[src/rtl/cpu_check_pkg.sv]
// Shared types and defaults for the CPU trace checker.
// Entry layout packs {addr, result} into one 64-bit word.
package cpu_check_pkg;

  typedef enum logic [1:0] {
    IDLE = 2'd0,
    RUN  = 2'd1,
    DONE = 2'd2
  } state_t;

  localparam int DEF_DEPTH = 16;
  localparam int DEF_HALT  = 3;

  typedef struct packed {
    logic [31:0] addr;
    logic [31:0] result;
  } entry_t;

endpackage

[src/rtl/cpu_trace_checker_ram.sv]
// Expected-trace register file.
// One synchronous write port, one asynchronous read port.
module trace_ram
  import cpu_check_pkg::*;
#(
  parameter int DEPTH = DEF_DEPTH,
  parameter int AW    = 4
) (
  input  logic          clk,
  input  logic          we,
  input  logic [AW-1:0] waddr,
  input  entry_t        wdata,
  input  logic [AW-1:0] raddr,
  output entry_t        rdata
);

  entry_t mem [DEPTH];

  always_ff @(posedge clk) begin
    if (we) begin
      mem[waddr] <= wdata;
    end
  end

  assign rdata = mem[raddr];

endmodule

[config.mk]
export PLATFORM = sky130hd
export DESIGN_NAME = trace_ram
export DESIGN_NICKNAME = d
export VERILOG_FILES = /design/src/rtl/cpu_check_pkg.sv /design/src/rtl/cpu_trace_checker_ram.sv
export SDC_FILE = /design/constraint.sdc
export NUM_CORES = 1
export LEC_CHECK = 0
export BUFFER_PORTS_ARGS = -buffer_cell sky130_fd_sc_hd__buf_4
export CAP_MARGIN = 25
export CORE_MARGIN = 5
export CORE_UTILIZATION = 41
export CTS_CLUSTER_DIAMETER = 40
export CTS_CLUSTER_SIZE = 24
export DETAILED_ROUTE_END_ITERATION = 10
export SLEW_MARGIN = 20
export SYNTH_ARGS = -nofsm -noshare
export SYNTH_HDL_FRONTEND = slang
export SYNTH_SLANG_ARGS = --single-unit
[constraint.sdc]
create_clock -name clk -period 17.1 [get_ports clk]
set_clock_uncertainty 0.1 [all_clocks]
set_input_delay 0.855 -clock clk [delete_from_list [all_inputs] [get_ports clk]]
set_output_delay 0.855 -clock clk [all_outputs]
set_load 0.05 [all_outputs]
Word level (Yosys, flattened, before mapping)
Memory sizes are Yosys's and may differ from the RTL's.
Cells that the tools add are included.
{"block": "word_totals", "regBits": 0, "ramBits": 1024, "input_bits": 74, "elab_cells": 3, "mem_count": 1}
{"block": "classes", "mux": 2}
{"memory": "mem", "words": 16, "word_bits": 64, "rd": 1, "rd_ports_with_merged_regs": 0, "wr": 1, "line_no": "cpu_trace_checker_ram.sv:17", "source": "entry_t mem [DEPTH];"}
{"op": "1-bit 2-to-1 mux", "count": 2}

Depth between registers and ports, before layout
Gate-level depths: netlist of the first run.
{"block": "logic_depth", "ltp_word": 2, "mapped_depth": 6}

Worst setup path before layout of the first run
OpenSTA, ideal clock, no wires.
{"block": "synth_timing", "path_kind": "input-to-reg", "startpoint": "input waddr[2]", "endpoint": "memory mem[0][0] in the netlist's numbering (enable)", "setup_ns": 0.565, "arrival_time_ns": 5.718, "t_required_ns": 16.435, "setup_slack_ns": 10.716, "stages": 2, "path_cell_list": "or3b_2 -> nor3_1"}
{"item": "start, declared", "line_no": "cpu_trace_checker_ram.sv:11", "source": "input logic [AW-1:0] waddr,"}
{"item": "end, declared", "line_no": "cpu_trace_checker_ram.sv:17"}
Straight into the memory's write port.

==> key figures, run 1 <==
Timing
  • Slew Viols, Final: 0
  • Final min period: just over 5 ns
  • Final Worst Setup Slack: approximately 12 ns
  • Worst-Margin Slew: slightly above 1 ns
  • Final setup vio count: 0
  • Final Cycle Share: 0.301
  • Fin. Hold Viols: 0
  • Setup TNS: 0 ns
  • Max-slew headroom: 0.318
  • RSZ-0062 raised after global routing: false
  • Fmax: approximately 190 MHz

Floorplanning
  • Core area: between 0.09 and 0.1 mm²
  • Row count: 112
  • Ports: between 100 and 150
  • Die area: about 0.10 mm²
  • DIE HEIGHT: between 300 and 400 µm
  • Starting Density: 0.412
  • Die width: between 300 and 400 µm

Synthesis
  • Top-area cell type share of the netlist area: 0.803
  • Synthesized Nets: between 1500 and 2000
  • Post-synthesis cell area: 0.0383 mm²
  • Seq cells post-synth: between 1000 and 1500
  • Synthesis warning total: 0
  • Sequential share of the synthesized area: 0.803
  • Top cells by area, synth: edfxtp_1 (80%), mux4_2 (15%), a22oi_1 (2.5%), nand2_1 (0.64%), buf_6 (0.38%)
  • Yosys top cell by area: edfxtp_1
  • Synth unique cells: 17
  • Syn avg cell area: 24.2 µm²
  • Post-Synthesis Cells: about 1600

Placement
  • IO Port Bufs: around 140
  • RD Place Congestion: 0.706
  • Setup WS pre-CTS: between 10 and 15 ns
  • Placed inst area: around 0.04 mm²
  • Dpl hpwl: approximately 44 mm

Job
  • MaxCap Viol Count: 0

Clocking
  • Post-CTS resize count: 0
  • Post-CTS Setup Bufs: 0
  • CTS Hold Bufs: 0
  • CTS sink cnt: between 1000 and 1500
  • CTS tree: yes
  • Total clock buffers created by CTS: 121
  • H-tree levels: 3
  • CTS root buffer: clkbuf_16
  • Clock Pin Slew Worst Setup and Hold Paths: roughly 0.060 ns
  • Clock Path Buffers: 3

Power and ir drop
  • P per Cell Area: about 130 mW/mm²
  • Worst VDD drop: between 0.09 and 0.1 mV
  • Tot Pwr: 5.80 mW
  • Static Leakage: around 14 nW

Routing
  • Vias/cell: 5.54
  • Post-DR wirelength/cell: approximately 28 µm
  • TritonRoute pass-1 iters: 5
  • Final ANT Viol Nets: 0
  • DRT iter0 DRCs: ~1700
  • Drc violations: 0
  • Final wirelength: 90.0 mm
  • Vias: approximately 18000

Finish
  • Most common cell after layout, fill and taps aside: edfxtp_1
  • Area of the multi-input gates: about 0.0072 mm²
  • Layout fillers: approximately 7500
  • FF+latch area: slightly above 0.03 mm²
  • Reg with most FFs: mem
  • Largest registers: mem: 1024 flops
  • Final cell area excluding filler cells: approximately 0.045 mm²
  • Max reg flops: between 1000 and 1500
  • Fin nets: 1877
  • Share of cells above drive strength 1: 0.354
  • Area grow syn2layout: 18.0%
  • Final core utilization: 0.486
  • Most frequent cells in the layout: edfxtp_1 (1024), mux4_2 (256), buf_4 (175)

Global routing
  • Largest net degree at the start of global routing: between 70 and 80
  • Vias in the first global route: around 19000
  • Initial antenna violation count: 6
  • Grt ovf: 0
  • All-Layer GR Usage: 0.180
  • Global-route wire length before repair: approximately 130 mm

Worst hold path
  • Sink of the worst hold path: mem[8][31]$_DFFE_PP_
  • Hold Crit Depth: 1
  • HP Start: wdata[31]
  • Hold WC Path Type: in2reg

Setup path
  • Kind of end point of the critical path: primary output
  • WP data arrival: ~4.2 ns
  • Kind of critical path: in2out
  • Max FO, Critical Path: 73
  • WP data required: 16.15 ns
  • CP startpoint kind: primary input

Status
  • Status: finished, final reports clean
[metal layers]
layer / GRT usage / vias to the layer above / share of wire
li1: - / 7345 / -
met1: 0.253 / 9529 / 0.42
met2: 0.300 / 548 / 0.50
met3: 0.0338 / 124 / 0.060
met4: 0.0395 / 4 / 0.019
met5: 0 / - / 0.00030
[metrics by stage]
stage | cells | hold slack [ns]
after floorplan | 1583 | 0.854
after global placement | 2932 | 1.04
after detailed placement | 2932 | 1.05
after CTS | 3161 | 0.325
after global routing | 3163 | 0.345
final | 3167 | 0.375
[how the worst max path moves through the flow]
| stage | startpoint | end | slack (ns) | depth (start not counted) |
|---|---|---|---|---|
| after floorplan | waddr[2] | mem[0][0]$_DFFE_PP_ | 10.72 | 2 |
| after global placement | raddr[0] | rdata[34] | 11.57 | 7 |
| after detailed placement | raddr[0] | rdata[27] | 11.50 | 7 |
| after CTS | raddr[0] | rdata[27] | 11.51 | 7 |
| after global routing | raddr[0] | rdata[34] | 11.54 | 8 |
| final | raddr[0] | rdata[27] | 11.96 | 8 |
[cells in the mapped netlist (all sizes together)]
master / n
nor2: 13
nand2b: 2
clkbuf: 36
nor2b: 2
mux4: 256
and2: 1
nand3b: 2
nor3: 4
buf: 48
a22oi: 128
nand3: 1
nand2: 65
edfxtp: 1024
or3b: 1
[logic make-up after synthesis]
logic type / Yosys count / synth area share
flip-flops: 1024 / 0.803
AO/OA/AOI/OAI: 128 / 0.0251
AND/OR/NAND/NOR: 91 / 0.00973
buffers and inverters: 84 / 0.0118
multiplexers: 256 / 0.151
[power by group]
part           total, mW  switching (mW)  internal, mW
Clock               2.64            1.06          1.58
Sequential          2.82          0.0105          2.81
Combinational      0.336           0.218         0.119
[worst max-delay path: stages]
cell and delay, ns:
buf_8 0.59, buf_4 0.45, buf_16 0.30, buf_4 0.67, mux4_2 0.60, a22oi_1 0.20
nand2_1 0.15, buf_4 0.22
[area by class of cell]
cell class,instances,area share
antenna,4,0.000221
clock buffer,129,0.0681
clock inverter,100,0.0252
multi-input combinational,475,0.160
sequential,1024,0.680
tap,1254,0.0347
timing repair buffer,181,0.0314
Note: power is estimated with default switching activity, not from simulation.
==> inputs of run 2 (changes only) <==
- clock period: 17.1 -> 5.2 ns (I/O delays scaled with it)
==> run 2 against run 1 <==
Combinational power increased to 3.5 times the previous value. Clock power rose to 3.6 times the previous value. Non-clock buffer count grew 70. Utilization is 1.4 points higher. Global-route usage about the same. Sequential share of layout area shrank 1.9 points. Via count up 1.3%. Hold slack worse by 0.15 ns. Worst setup slack worse by 9.7 ns. Critical path type unchanged. Critical endpoint is now rdata[47]. Largest power group is now the clock network.
==> key figures, run 2 (synthesis gave the netlist of run 1 again) <==
Routing
  • Final wirelength: 88.6 mm (-1.5%)
  • Final ANT Viol Nets: 0 (unchanged)
  • Post-DR wirelength/cell: 27.3 µm (-3.9%)
  • Vias/cell: 5.48 (-1.2%)
  • Drc violations: 0 (unchanged)
  • DRT iter0 DRCs: 1597 (-4.8%)
  • Vias: 17786 (+1.3%)
  • TritonRoute pass-1 iters: 5 (unchanged)

Timing
  • Final Cycle Share: 0.565
  • RSZ-0062 raised after global routing: false
  • Fin. Hold Viols: 0 (unchanged)
  • Slew Viols, Final: 0 (unchanged)
  • Worst-Margin Slew: 1.03 ns (+0.00268 ns)
  • Final setup vio count: 0 (unchanged)
  • Setup TNS: 0 ns (unchanged)
  • Max-slew headroom: 0.316 (-0.00179)
  • Fmax: between 300 and 400 MHz
  • Final min period: 2.94 ns

Clocking
  • CTS sink cnt: 1024 (unchanged)
  • CTS tree: yes
  • CTS root buffer: clkbuf_16
  • Post-CTS resize count: 0 (unchanged)
  • Total clock buffers created by CTS: 133 (+9.9%)
  • Clock Path Buffers: 3 (unchanged)
  • Clock Pin Slew Worst Setup and Hold Paths: 0.06 ns (about the same)
  • H-tree levels: 4 (+1)

Finish
  • Final core utilization: 0.500 (+0.0141)
  • FF+latch area: 0.0307 mm² (unchanged)
  • Most common cell after layout, fill and taps aside: edfxtp_1
  • Fin nets: 1959 (+4.4%)
  • Final cell area excluding filler cells: 0.0465 mm² (+2.9%)
  • Share of cells above drive strength 1: 0.341 (-0.0122)
  • Largest registers: mem: 1024 flops
  • Layout fillers: 7431 (-1.4%)
  • Non-Filler Instances: 3247 (+2.5%)
  • Area of the multi-input gates: 0.00726 mm² (+0.35%)
  • Most frequent cells in the layout: edfxtp_1 (1024), mux4_2 (256), buf_4 (165)
  • Reg with most FFs: mem
  • Area grow syn2layout: 21.4%
  • Max reg flops: 1024 (unchanged)

Floorplanning
  • DIE HEIGHT: 316 µm (unchanged)
  • Die width: 316 µm (unchanged)
  • Row count: 112 (unchanged)
  • Starting Density: 0.412 (unchanged)
  • Ports: 138 (unchanged)
  • Core area: 0.0930 mm² (unchanged)
  • Die area: 0.0996 mm² (unchanged)

Setup path
  • WP data required: 4.84 ns (-11.31 ns)
  • WP data arrival: 2.58 ns (-1.61 ns)
  • CP Capture Point: rdata[47]
  • Critical path origin: raddr[0]
  • Max FO, Critical Path: 61 (-16%)
  • Kind of end point of the critical path: primary output
  • CP startpoint kind: primary input
  • Kind of critical path: in2out

Placement
  • Dpl hpwl: 44.5 mm (+2.2%)
  • RD Place Congestion: 0.698 (-1.1%)
  • Placed Cells: 2936 (+0.14%)
  • IO Port Bufs: 137 (unchanged)
  • Placed inst area: 0.0412 mm² (+0.65%)

Global routing
  • Grt met3 use: 0.0376 (+0.00374)
  • All-Layer GR Usage: 0.180 (-0.000466)
  • Global-route wire length before repair: 131 mm (+0.14%)
  • Vias in the first global route: 19209 (+1.3%)
  • GRT Max-Usage Layer: met2
  • Met2 usage: 0.296 (-0.00455)
  • Met1 usage: 0.250 (-0.00253)
  • Largest net degree at the start of global routing: 102 (+38%)
  • Grt ovf: 0 (unchanged)
  • Initial antenna violation count: 3 (-3)

Power and ir drop
  • Worst VDD drop: 0.298 mV (+230%)
  • Static Leakage: 15.0 nW (+4.1%)
  • P per Cell Area: 427 mW/mm² (+230%)
  • Tot Pwr: 19.9 mW (+240%)

Job
  • MaxCap Viol Count: 0 (unchanged)

Status
  • Status: finished, final reports clean

Worst hold path
  • Hold WC Path Type: in2reg
-- run 2: changes by cell type in the layout (fill, tap and decap cells not counted), moves of 4 or more --
cell	change
dlygate4sd3_1	+67
clkbuf_16	+16
buf_12	+14
buf_4	-10
clkinvlp_4	-10
clkinv_1	+7
clkinv_4	-7
clkbuf_1	+4
clkinv_8	+4
inv_8	+4
nor3_2	-4
nor3_4	+4
-- run 2: worst min path at each step --
stage	startpoint	to	cells after the start
2_1_floorplan	wdata[0]	mem[0][0]$_DFFE_PP_	0
3_3_place_gp	wdata[17]	mem[12][17]$_DFFE_PP_	1
3_5_place_dp	wdata[45]	mem[6][45]$_DFFE_PP_	1
4_1_cts	waddr[3]	mem[0][24]$_DFFE_PP_	3
5_1_grt	waddr[3]	mem[0][24]$_DFFE_PP_	3
6_report	waddr[3]	mem[0][24]$_DFFE_PP_	3
-- run 2: per-stage QoR --
stage,hold WS (ns),setup slack (ns)
floorplan,0.259,1.15
global route,0.199,2.04
finish,0.226,2.26
CTS,0.173,2.19
detailed placement,0.460,2.19
global placement,0.447,2.21
-- run 2: layout make-up --
type	count	share of cell area
tap	1254	0.0337
multi-input combinational	475	0.156
clock buffer	149	0.0751
sequential	1024	0.661
antenna	1	0.0000538
clock inverter	93	0.0245
timing repair buffer	251	0.0495
-- run 2: critical path, cell delays in order --
cell and delay, ns:
buf_8 0.50, buf_4 0.55, mux4_2 0.56, a22oi_1 0.22, nand2_1 0.13, buf_4 0.21
-- run 2: power breakdown --
| group | switching [mW] | total [mW] | internal [mW] |
|---|---|---|---|
| Clock | 3.57 | 9.40 | 5.83 |
| Combinational | 0.728 | 1.16 | 0.434 |
| Sequential | 0.0342 | 9.29 | 9.26 |
| Total | 4.33 | 19.9 | 15.5 |
-- run 2: what timing repair did --
| action | CTS | global route |
|---|---|---|
| hold buffers | 67 | 0 |
| setup endpoints to repair | 0 | 0 |
| hold endpoints to repair | 1056 | 0 |
| buffers inserted | 0 | 0 |
-- run 2: routing by layer --
layer  vias to the layer above  wire [µm]
met5                         -         13
met4                         2       1500
met3                       120       5120
met2                       550      44600
met1                      9608      37400
li1                       7506          -
==> inputs of run 3 (changes only) <==
- ABC_AREA: not set -> 1
- clock period: 5.2 -> 2.6 ns (I/O delays scaled with it)
==> run 3 against run 2 <==
Die area rose by 14%. Sequential share of layout area down 7.0 points. Critical path type is now reg2out. Largest power group unchanged. Final area increased by 12%. Critical path depth increased by 1. Sequential power grew 100%. Synthesized area is 15% higher. Final cell count grew 81%. Largest cell class unchanged.
==> key figures, run 3 <==
Clocking
  • Post-CTS resize count: 0 (unchanged)
  • Post-CTS Setup Bufs: 0 (unchanged)
  • Total clock buffers created by CTS: 137 (+3.0%)
  • CTS sink cnt: 1024 (unchanged)
  • Clock Path Buffers: 3 (unchanged)
  • CTS root buffer: clkbuf_16
  • H-tree levels: 4 (unchanged)
  • CTS tree: yes
  • Clock Pin Slew Worst Setup and Hold Paths: 0.06 ns (about the same)

Routing
  • TritonRoute pass-1 iters: 6 (+1)
  • Drc violations: 0 (unchanged)
  • Final ANT Viol Nets: 0 (unchanged)
  • DRT iter0 DRCs: 2460 (+54%)
  • Final wirelength: 110 mm (+24%)
  • Vias/cell: 4.91 (-10%)
  • Post-DR wirelength/cell: 18.8 µm (-31%)
  • Vias: 28839 (+62%)

Synthesis
  • Synth unique cells: 14 (-3)
  • Post-synthesis cell area: 0.0440 mm² (+15%)
  • Most common cell in the synthesized netlist: nand2_1
  • Post-Synthesis Cells: 4146 (+160%)
  • Seq cells post-synth: 1024 (unchanged)
  • Sequential share of the synthesized area: 0.699 (-0.104)
  • Synthesis warning total: 0 (unchanged)
  • Commonest cells post-synth: nand2_1 (1349), edfxtp_1 (1024), inv_1 (771)
  • Yosys top cell by area: edfxtp_1
  • Synth async-reset ratio: 0 (unchanged)
  • Main flop type after synthesis: edfxtp_1
  • Post-synth EDFFs: 1024 (unchanged)
  • Syn avg cell area: 10.6 µm² (-56%)
  • Top cells by area, synth: edfxtp_1 (70%), nand2_1 (12%), nand3_1 (8.7%), inv_1 (6.6%), buf_2 (1.3%)
  • Synthesized Nets: 4220 (+150%)
  • Top-area cell type share of the netlist area: 0.699 (-0.104)

Finish
  • Share of cells above drive strength 1: 0.102 (-0.239)
  • Largest registers: mem: 1024 flops
  • Max reg flops: 1024 (unchanged)
  • Most frequent cells in the layout: nand2_1 (1349), edfxtp_1 (1024), inv_1 (770)
  • Area grow syn2layout: 18.2%
  • Non-Filler Instances: 5870 (+81%)
  • Diode count: 0 (-1)
  • Most common cell after layout, fill and taps aside: nand2_1
  • Fin nets: 4431 (+130%)
  • Reg with most FFs: mem

Floorplanning
  • Starting Density: 0.412 (about the same)
  • Die area: 0.114 mm² (+14%)
  • DIE HEIGHT: 338 µm (+7.0%)
  • Core area: 0.107 mm² (+15%)
  • Row count: 120 (+7.1%)
  • Ports: 138 (unchanged)
  • Die width: 338 µm (+7.0%)

Timing
  • Fmax: between 400 and 500 MHz
  • Worst-Margin Slew: 0.727 ns (-0.299 ns)
  • Max-slew headroom: 0.516 (+0.199)
  • Final Cycle Share: 0.850
  • Setup TNS: 0 ns (unchanged)
  • RSZ-0062 raised after global routing: false
  • Slew Viols, Final: 0 (unchanged)
  • Final setup vio count: 0 (unchanged)
  • Final min period: around 2.2 ns
  • Fin. Hold Viols: 0 (unchanged)

Placement
  • RD Place Congestion: 0.743 (+6.4%)
  • Dpl hpwl: 55.8 mm (+25%)
  • IO Port Bufs: 137 (unchanged)
  • Placed Cells: 5557 (+89%)

Setup path
  • WP data required: 2.37 ns (-2.47 ns)
  • CP cell instances: inv_1 -> nand2_1 -> nand3_1 -> nand3_1 -> nand3_1 -> nand2_1 -> buf_4
  • CP most frequent cell: nand3_1
  • Kind of end point of the critical path: primary output
  • CP startpoint kind: flop
  • Max FO, Critical Path: 1 (-98%)
  • CP delay by family, top: simple AND/OR/NAND/NOR gates
  • Stages on worst setup path: 7 (+1)
  • Kind of critical path: reg2out
  • CP Buf/Inv Count: 2 (-1)
  • CP max stage cell: edfxtp_1
  • Crit path largest cell delay: 0.36 ns (-0.20 ns)
  • WP data arrival: 1.98 ns (-0.60 ns)

Global routing
  • Largest net degree at the start of global routing: 142 (+39%)
  • Grt ovf: 0 (unchanged)
  • All-Layer GR Usage: 0.193 (+0.0126)
  • Global-route wire length before repair: 167 mm (+28%)
  • Vias in the first global route: 27635 (+44%)
  • Initial antenna violation count: 1 (-2)

Power and ir drop
  • P per Cell Area: 772 mW/mm² (+81%)
  • Static Leakage: 22.1 nW (+47%)
  • Worst VDD drop: 0.600 mV (+100%)

Job
  • MaxCap Viol Count: 0 (unchanged)

Worst hold path
  • Hold WC Path Type: in2reg
  • Hold Crit Depth: 3 (unchanged)

Status
  • Status: finished, final reports clean
run 3: metrics by stage:
| step | worst slack (ns) | area [µm²] | hold WS, ns | utilization | total power [mW] |
|---|---|---|---|---|---|
| after floorplan | -1.01 | 44000 | 0.129 | - | 20.7 |
| after global placement | 0.411 | 46800 | 0.331 | 0.438 | 21.7 |
| after detailed placement | 0.422 | 46800 | 0.336 | 0.438 | 21.7 |
| after CTS | 0.374 | 52000 | 0.00351 | 0.487 | 40.5 |
| after global routing | 0.256 | 52000 | 0.0467 | 0.487 | 41.5 |
| final | 0.391 | 52000 | 0.0520 | 0.487 | 40.1 |
run 3: path summary, 6_finish.rpt:
| kind | start | to | slack (ns) |
|---|---|---|---|
| hold / removal | waddr[1] | mem[7][18]$_DFFE_PP_ | 0.05 |
| setup / recovery | mem[4][14]$_DFFE_PP_ | rdata[14] | 0.39 |
run 3: metal layers:
layer	routed length, µm	global-route usage	share of wire
met1	50000	0.276	0.45
met2	50900	0.306	0.46
met3	7280	0.0343	0.066
met4	2210	0.0524	0.020
met5	0	0	0
run 3: logic make-up after synthesis:
logic type             Yosys count  share of synthesized area
AND/OR/NAND/NOR               2137                      0.204
flip-flops                    1024                      0.699
buffers and inverters          985                     0.0969
run 3: area by class of cell:
cell class | count | area (µm²)
multi-input cells | 2137 | 9110
fillers | 9537 | 54900
repair buffers | 283 | 2870
well taps | 1403 | 1760
clock inverters | 94 | 1010
flip-flops and latches | 1024 | 30700
inverters | 774 | 2950
clock buffers | 155 | 3580
run 3: power breakdown:
part | internal (mW) | switching [mW] | total (mW)
combinational | 0.832 | 2.05 | 2.89
sequential | 18.5 | 0.0677 | 18.6
clock | 11.5 | 7.17 | 18.7
total | 30.9 | 9.29 | 40.1
run 3: timing repair:
item / 4_1_cts / 5_1_grt
endpoints found under the hold margin: 1024 / 0
endpoints found under the setup margin: 0 / 0
hold buffers: 64 / 0
